<file path="src/rtl/uart_tx_arbiter_pkg.sv">
// Shared definitions for the UART transmit arbiter slice.
//   N_DEF   : default number of requesters
//   W_DEF   : default data word width
//   state_t : arbiter FSM state encoding
package uart_pkg;

   localparam int N_DEF = 4;
   localparam int W_DEF = 8;

   typedef enum logic [1:0] {
      S_IDLE      = 2'd0,
      S_START     = 2'd1,
      S_WAIT_BUSY = 2'd2,
      S_WAIT_DONE = 2'd3
   } state_t;

endpackage

</file>
<file path="src/rtl/uart_tx_arbiter_if.sv">
// Bus between N requesters, the arbiter and the shared serializer.
//   req      : per-requester request level
//   data     : packed request words, requester i at [i*W +: W]
//   ack      : one-hot capture pulse back to the requesters
//   tx_data  : word handed to the serializer
//   tx_start : one-cycle start strobe to the serializer
//   tx_busy  : serializer busy flag
// master = arbiter side, slave = requester/serializer side.
interface uart_tx_arbiter_if import uart_pkg::*; #(
   parameter int N = N_DEF,
   parameter int W = W_DEF
);

   logic [N-1:0]   req;
   logic [N*W-1:0] data;
   logic [N-1:0]   ack;
   logic [W-1:0]   tx_data;
   logic           tx_start;
   logic           tx_busy;

   modport master (
      input  req,
      input  data,
      input  tx_busy,
      output ack,
      output tx_data,
      output tx_start
   );

   modport slave (
      output req,
      output data,
      output tx_busy,
      input  ack,
      input  tx_data,
      input  tx_start
   );

endinterface

</file>
<file path="src/rtl/uart_tx_arbiter_rr_pick.sv">
// Combinational rotating-priority picker.
//   req   : request vector
//   ptr   : last served index; search starts at ptr+1 and wraps at N-1
//   valid : at least one request is pending
//   index : winning requester (0 when nothing is pending)
module rr_pick import uart_pkg::*; #(
   parameter  int N  = N_DEF,
   localparam int GW = (N > 1) ? $clog2(N) : 1
) (
   input  logic [N-1:0]  req,
   input  logic [GW-1:0] ptr,
   output logic          valid,
   output logic [GW-1:0] index
);

   // Scan offsets from farthest to nearest so the requester closest after ptr has the last word.
   always_comb begin
      int sum_v;
      int cand_v;
      valid = 1'b0;
      index = '0;
      sum_v = 0;
      cand_v = 0;
      for (int i = N; i >= 1; i--) begin
         sum_v  = int'(ptr) + i;
         // ptr < N and i <= N, so one subtraction wraps into 0..N-1 for any N.
         cand_v = (sum_v >= N) ? (sum_v - N) : sum_v;
         index  = req[cand_v] ? GW'(cand_v) : index;
         valid  = valid | req[cand_v];
      end
   end

endmodule

</file>
<file path="src/rtl/uart_tx_arbiter.sv">
// Round-robin arbiter feeding one external UART serializer from N requesters.
//   clock    : rising-edge clock
//   reset    : asynchronous active-high reset
//   bus      : requester/serializer bus (master side)
//   grant_id : index of the current or last granted requester
//   active   : high whenever the FSM is not idle
//   error    : one-cycle pulse when the serializer never went busy
// A word is captured in S_IDLE, strobed in S_START, and the FSM then waits for
// the serializer to go busy (bounded by BusyTimeout) and to finish.
module uart_tx_arbiter import uart_pkg::*; #(
   parameter  int N           = N_DEF,
   parameter  int W           = W_DEF,
   parameter  int BusyTimeout = 3,
   localparam int GW          = (N > 1) ? $clog2(N) : 1
) (
   input  logic               clock,
   input  logic               reset,
   uart_tx_arbiter_if.master  bus,
   output logic [GW-1:0]      grant_id,
   output logic               active,
   output logic               error
);

   localparam int CW = (BusyTimeout > 1) ? $clog2(BusyTimeout + 1) : 1;

   state_t        state_r;
   logic [GW-1:0] ptr_r;
   logic [GW-1:0] grant_id_r;
   logic [W-1:0]  tx_data_r;
   logic [N-1:0]  ack_r;
   logic          tx_start_r;
   logic          error_r;
   logic [CW-1:0] cnt_r;

   logic          pick_valid_s;
   logic [GW-1:0] pick_idx_s;
   logic [W-1:0]  pick_data_s;
   logic [N-1:0]  pick_onehot_s;

   rr_pick #(.N(N)) u_rr_pick (
      .req   (bus.req),
      .ptr   (ptr_r),
      .valid (pick_valid_s),
      .index (pick_idx_s)
   );

   // Winner's word and one-hot ack, ready to be latched on the grant edge.
   always_comb begin
      pick_data_s   = bus.data[pick_idx_s*W +: W];
      pick_onehot_s = {{(N-1){1'b0}}, 1'b1} << pick_idx_s;
   end

   // Arbiter FSM; strobes default low so ack/tx_start/error are single-cycle pulses.
   always_ff @(posedge clock or posedge reset) begin
      if (reset) begin
         state_r    <= S_IDLE;
         ptr_r      <= GW'(N - 1);
         grant_id_r <= '0;
         tx_data_r  <= '0;
         ack_r      <= '0;
         tx_start_r <= 1'b0;
         error_r    <= 1'b0;
         cnt_r      <= '0;
      end else begin
         ack_r      <= '0;
         tx_start_r <= 1'b0;
         error_r    <= 1'b0;
         case (state_r)
            S_IDLE: begin
               // Strobes are set here so they are high during the S_START cycle.
               if (pick_valid_s) begin
                  tx_data_r  <= pick_data_s;
                  grant_id_r <= pick_idx_s;
                  ack_r      <= pick_onehot_s;
                  tx_start_r <= 1'b1;
                  state_r    <= S_START;
               end
            end
            S_START: begin
               cnt_r   <= CW'(BusyTimeout);
               state_r <= S_WAIT_BUSY;
            end
            S_WAIT_BUSY: begin
               if (bus.tx_busy) begin
                  state_r <= S_WAIT_DONE;
               end else if (cnt_r <= CW'(1)) begin
                  // Counter reaches zero on this decrement: give up, drop the word.
                  cnt_r   <= '0;
                  error_r <= 1'b1;
                  ptr_r   <= grant_id_r;
                  state_r <= S_IDLE;
               end else begin
                  cnt_r <= cnt_r - CW'(1);
               end
            end
            S_WAIT_DONE: begin
               // Return to idle only; the next grant needs one more edge.
               if (!bus.tx_busy) begin
                  ptr_r   <= grant_id_r;
                  state_r <= S_IDLE;
               end
            end
            default: begin
               state_r <= S_IDLE;
            end
         endcase
      end
   end

   assign bus.ack      = ack_r;
   assign bus.tx_data  = tx_data_r;
   assign bus.tx_start = tx_start_r;
   assign grant_id     = grant_id_r;
   assign active       = (state_r != S_IDLE);
   assign error        = error_r;

endmodule

</file>
<file path="src/flat_wrapper.sv">
// flat-port wrapper written by rule: the top's interface ports become plain ports
module uart_tx_arbiter_flat import uart_pkg::*;
#(
   parameter  int N           = N_DEF,
   parameter  int W           = W_DEF,
   parameter  int BusyTimeout = 3,
   localparam int GW          = (N > 1) ? $clog2(N) : 1
)
  (clock, reset, grant_id, active, error, bus_req, bus_data, bus_tx_busy, bus_ack, bus_tx_data, bus_tx_start);
  uart_tx_arbiter_if #(.N(N), .W(W)) bus_i ();
  input  logic clock;
  input  logic reset;
  output logic [GW-1:0] grant_id;
  output logic active;
  output logic error;
  input wire logic [$bits(bus_i.req)-1:0] bus_req;
  input wire logic [$bits(bus_i.data)-1:0] bus_data;
  input wire logic [$bits(bus_i.tx_busy)-1:0] bus_tx_busy;
  output wire logic [$bits(bus_i.ack)-1:0] bus_ack;
  output wire logic [$bits(bus_i.tx_data)-1:0] bus_tx_data;
  output wire logic [$bits(bus_i.tx_start)-1:0] bus_tx_start;
  assign bus_i.req = bus_req;
  assign bus_i.data = bus_data;
  assign bus_i.tx_busy = bus_tx_busy;
  assign bus_ack = bus_i.ack;
  assign bus_tx_data = bus_i.tx_data;
  assign bus_tx_start = bus_i.tx_start;
  uart_tx_arbiter #(.N(N), .W(W), .BusyTimeout(BusyTimeout)) u_core (.clock(clock), .reset(reset), .bus(bus_i), .grant_id(grant_id), .active(active), .error(error));
endmodule
</file>
<file path="config.mk">
export PLATFORM = sky130hd
export DESIGN_NAME = uart_tx_arbiter_flat
export DESIGN_NICKNAME = d
export VERILOG_FILES = /design/src/rtl/uart_tx_arbiter_pkg.sv /design/src/rtl/uart_tx_arbiter_if.sv /design/src/rtl/uart_tx_arbiter_rr_pick.sv /design/src/rtl/uart_tx_arbiter.sv /design/src/flat_wrapper.sv
export SDC_FILE = /design/constraint.sdc
export NUM_CORES = 1
export LEC_CHECK = 0
export ABC_AREA = 1
export BUFFER_PORTS_ARGS = -buffer_cell sky130_fd_sc_hd__buf_2
export CELL_PAD_IN_SITES_DETAIL_PLACEMENT = 1
export CELL_PAD_IN_SITES_GLOBAL_PLACEMENT = 2
export CORE_MARGIN = 2
export CORE_UTILIZATION = 23
export DETAILED_ROUTE_END_ITERATION = 12
export PLACE_DENSITY_LB_ADDON = 0.1
export SETUP_SLACK_MARGIN = 0.05
export SKIP_LAST_GASP = 1
export SLEW_MARGIN = 20
export SYNTH_ARGS = -nofsm -noshare
export SYNTH_HDL_FRONTEND = slang
export SYNTH_SLANG_ARGS = --single-unit
</file>
<file path="constraint.sdc">
create_clock -name clock -period 1.6 [get_ports clock]
set_input_delay 0.08 -clock clock [delete_from_list [all_inputs] [get_ports clock]]
set_output_delay 0.08 -clock clock [all_outputs]
set_load 0.01 [all_outputs]
</file>
==> results.sh <==
export IMPL_syn_avg_cell_area_um2=7.37
export IMPL_path_common_cell="nand3_1"
export IMPL_worstSetupStartpointType="register"
export IMPL_worstMarginPinSlew_ns=0.487
export IMPL_antennaDiodeCount=0
export IMPL_grtUsageTotal_pct=13.0
export IMPL_maxSlewHeadroom_pct=67.2
export IMPL_pre_cts_ws_ns=-0.299
export IMPL_pwr_share_clk_pct=7.9
export IMPL_root_buffer="clkbuf_8"
export IMPL_antenna_found_initial=0
export IMPL_ys_ff_latch=22
export IMPL_ys_warnings_count=0
export IMPL_avgRoutedWirePerCell_um=12.4
export IMPL_crit_buf_inv=2
export IMPL_start_util_pct=23.6
export IMPL_vias_per_cell=4.33
export IMPL_ys_seq_area_share_pct=37.3
export IMPL_wirelength_um=4340
export IMPL_hold_viol=0
export IMPL_netlist_area_mm2=0.00148
export IMPL_p_leak_nw=1.15
export IMPL_fin_skew_ns=0.00486
export IMPL_grt_first_pass_wirelength_um=7520
export IMPL_vias=1520
export IMPL_dr_pass1_iters=3
export IMPL_slowest_delay_ns=0.61
export IMPL_dpl_cell_area_mm2=0.00195
export IMPL_switching_share_pct=49.1
export IMPL_drive_above_1_share_pct=45.6
export IMPL_required_ns=1.75
export IMPL_ir_worst_vdd_v=0.000715
export IMPL_clk_latency_ns=0.26
export IMPL_area_growth_pct=41.4
export IMPL_portBuffers=55
export IMPL_fp_coreArea_mm2=0.00628
export IMPL_rsz0062_at_grt="true"
export IMPL_max_freq_mhz=555
export IMPL_power_frac_comb_pct=70.0
export IMPL_clock_path_buffers=2
export IMPL_cp_slowest_cell="dfstp_2"
export IMPL_cp_arrival_ns=1.95
export IMPL_ios=56
export IMPL_p_int_w=0.00228
export IMPL_crit_family="simple AND/OR/NAND/NOR gates"
export IMPL_drv_cap=0
export IMPL_finalCritPeriodShare_pct=113
export IMPL_p_sw_w=0.00220
export IMPL_rrSetupSlack_ns=-0.20
export IMPL_die_height_um=84.3
export IMPL_die_area_mm2=0.00710
export IMPL_fp_dieW_um=84.3
export IMPL_grt_max_degree=21
export IMPL_htreeDepth=1
export IMPL_synth_cell_types=25
export IMPL_p_per_area_mw_per_mm2=2140
export IMPL_seqPwrFrac_pct=22.1
export IMPL_remaining_drc_errors=0
export IMPL_crit_fanout=16
export IMPL_cts_sinks=22
export IMPL_grt_ovfl_total=0
export IMPL_status="finished, violations left"
export IMPL_violations="negative setup slack"
export IMPL_hp_class="in2reg"
export IMPL_dp_hpwl_um=3470
export IMPL_grt_pass1_vias=1638
export IMPL_path_depth=11
export IMPL_reg2regPathDepth=11
export IMPL_cts_tree="built"
export IMPL_synth_fp_nets=240
export IMPL_p_total_w=0.00448
export IMPL_cts_made_buffers=3
export IMPL_critical_path_endpoint_type="register"
export IMPL_rows=29
export IMPL_setup_ws_ns=-0.202
export IMPL_drt_iter0_markers=23
export IMPL_ant_nets=0
export IMPL_finalWeightedCongestion=0.754
export IMPL_final_nets=314
export IMPL_path_clk_slew_ns=0.08
export IMPL_r2r_end="u_core.bus.tx_data[5]"
export IMPL_slew_violations=0
export IMPL_worstSetupStartpoint="u_core.ptr_r[0]"
export IMPL_critPathCapture="u_core.bus.tx_data[5]"
export IMPL_setup_viol=15
export IMPL_min_period_ns=1.80
export IMPL_fillCellCount=787
export IMPL_reg2reg_from="u_core.ptr_r[0]"
export IMPL_synthCells=201
export IMPL_crit_chain="inv_2 > nand2_1 > and2_4 > nor2_4 > nor2_4 > nand3_4 > buf_8 > nand3_1 > nand2_1 > nand3_1 > nand3_1"
export IMPL_critPathKind="reg2reg"
export IMPL_stdcell_area_mm2=0.00209
==> synth_stat cells (all sizes together) <==
cell type	number	area (µm²)
dfrtp	20	500
dfstp	2	52.6
nand3b	8	60.1
nand3	37	198
buf	8	70.1
inv	27	101
nor2	11	51.3
o21ai	8	47.5
and2	1	8.76
a21boi	1	11.3
nor3	1	5.00
a21oi	2	21.3
nand2	75	354
==> cells in the final DEF (no fill, tap or decap), drive strengths merged, types with 2 or more instances in the layout <==
master,Yosys,layout
a21oi,2,2
buf,8,75
clkbuf,0,4
clkinvlp,0,2
dfrtp,20,20
dfstp,2,2
inv,27,26
nand2,75,75
nand3,37,37
nand3b,8,8
nor2,11,11
o21ai,8,8
==> cell families (layout without fill, tap and decap cells) <==
group | after synthesis | after routing | synth area share [%]
AO/OA/AOI/OAI | 11 | 11 | 5.40
buffers and inverters | 35 | 108 | 11.6
flip-flops | 22 | 22 | 37.3
AND/OR/NAND/NOR | 133 | 133 | 45.7
==> how the worst min path moves through the flow <==
stage                     slack, ns                    end  cells after the start        start
after floorplan                0.07      u_core.bus.ack[0]                      1        reset
after global placement         0.08      u_core.bus.ack[3]                      2        reset
after detailed placement       0.09  u_core.bus.tx_data[4]                      2        reset
after CTS                      0.05      u_core.state_r[0]                      3  bus_tx_busy
after global routing           0.05      u_core.state_r[0]                      3  bus_tx_busy
final                          0.05      u_core.state_r[0]                      3  bus_tx_busy
==> registers in the layout, summed over array words and instances, names as in the netlist <==
signal / count
u_core.cnt_r: 2
u_core.state_r: 2
u_core.bus.tx_start: 1
u_core.ptr_r: 2
u_core.bus.tx_data: 8
u_core.bus.ack: 4
u_core.grant_id: 2
u_core.error: 1
==> timing repair <==
action / 4_1_cts / 5_1_grt
hold buffers: 1 / 0
resized for setup: 17 / 4
pin swaps: 1 / 0
setup buffers: 1 / 0
cloned: 1 / 0
setup endpoints to repair: 15 / 16
endpoints found under the hold margin: 8 / 0
==> area by class of cell <==
| class | instances | area, µm² | share of cell area, % |
|---|---|---|---|
| Clock buffer | 4 | 45.0 | 2.15 |
| Inverter | 27 | 105 | 5.02 |
| Multi-Input combinational cell | 144 | 813 | 38.8 |
| Sequential cell | 22 | 553 | 26.4 |
| Tap cell | 77 | 96.3 | 4.60 |
| Timing Repair Buffer | 76 | 474 | 22.6 |
| Timing Repair inverter | 1 | 7.51 | 0.358 |
==> worst reg2reg max path, delay by kind of cell (launching register included) <==
kind,cells,cell delay (ns)
buffers and inverters,2,0.26
DFF,1,0.61
and+or+nand+nor,9,0.82
==> routing by layer <==
layer	global-route usage, %	routed length, µm	share of wire [%]	vias up
met5	0	0	0	-
met4	2.20	21	0.48	0
met3	2.36	153	3.5	2
met2	23.5	2220	51	34
met1	16.4	1950	45	710
li1	-	-	-	774
==> power by group through the flow <==
stage	Combinational (W)	Sequential (W)	Clock, W
after floorplan	0.00205	0.00104	0
after global routing	0.00355	0.00104	0.000398
after detailed placement	0.00295	0.00101	0
after global placement	0.00295	0.00101	0
after CTS	0.00319	0.00100	0.000373
final	0.00313	0.000989	0.000353
==> stage by stage <==
step / std cells / util (%) / TNS, ns / hold WS, ns
final: 351 / 33.4 / -2.10 / 0.0519
after global routing: 351 / 33.4 / -4.05 / 0.0499
after CTS: 351 / 33.1 / -2.52 / 0.0532
after detailed placement: 344 / 31.0 / -3.19 / 0.0863
after global placement: 344 / 31.0 / -2.62 / 0.0816
after floorplan: 201 / - / -0.354 / 0.0677
Note: power is estimated with default switching activity, not from simulation.
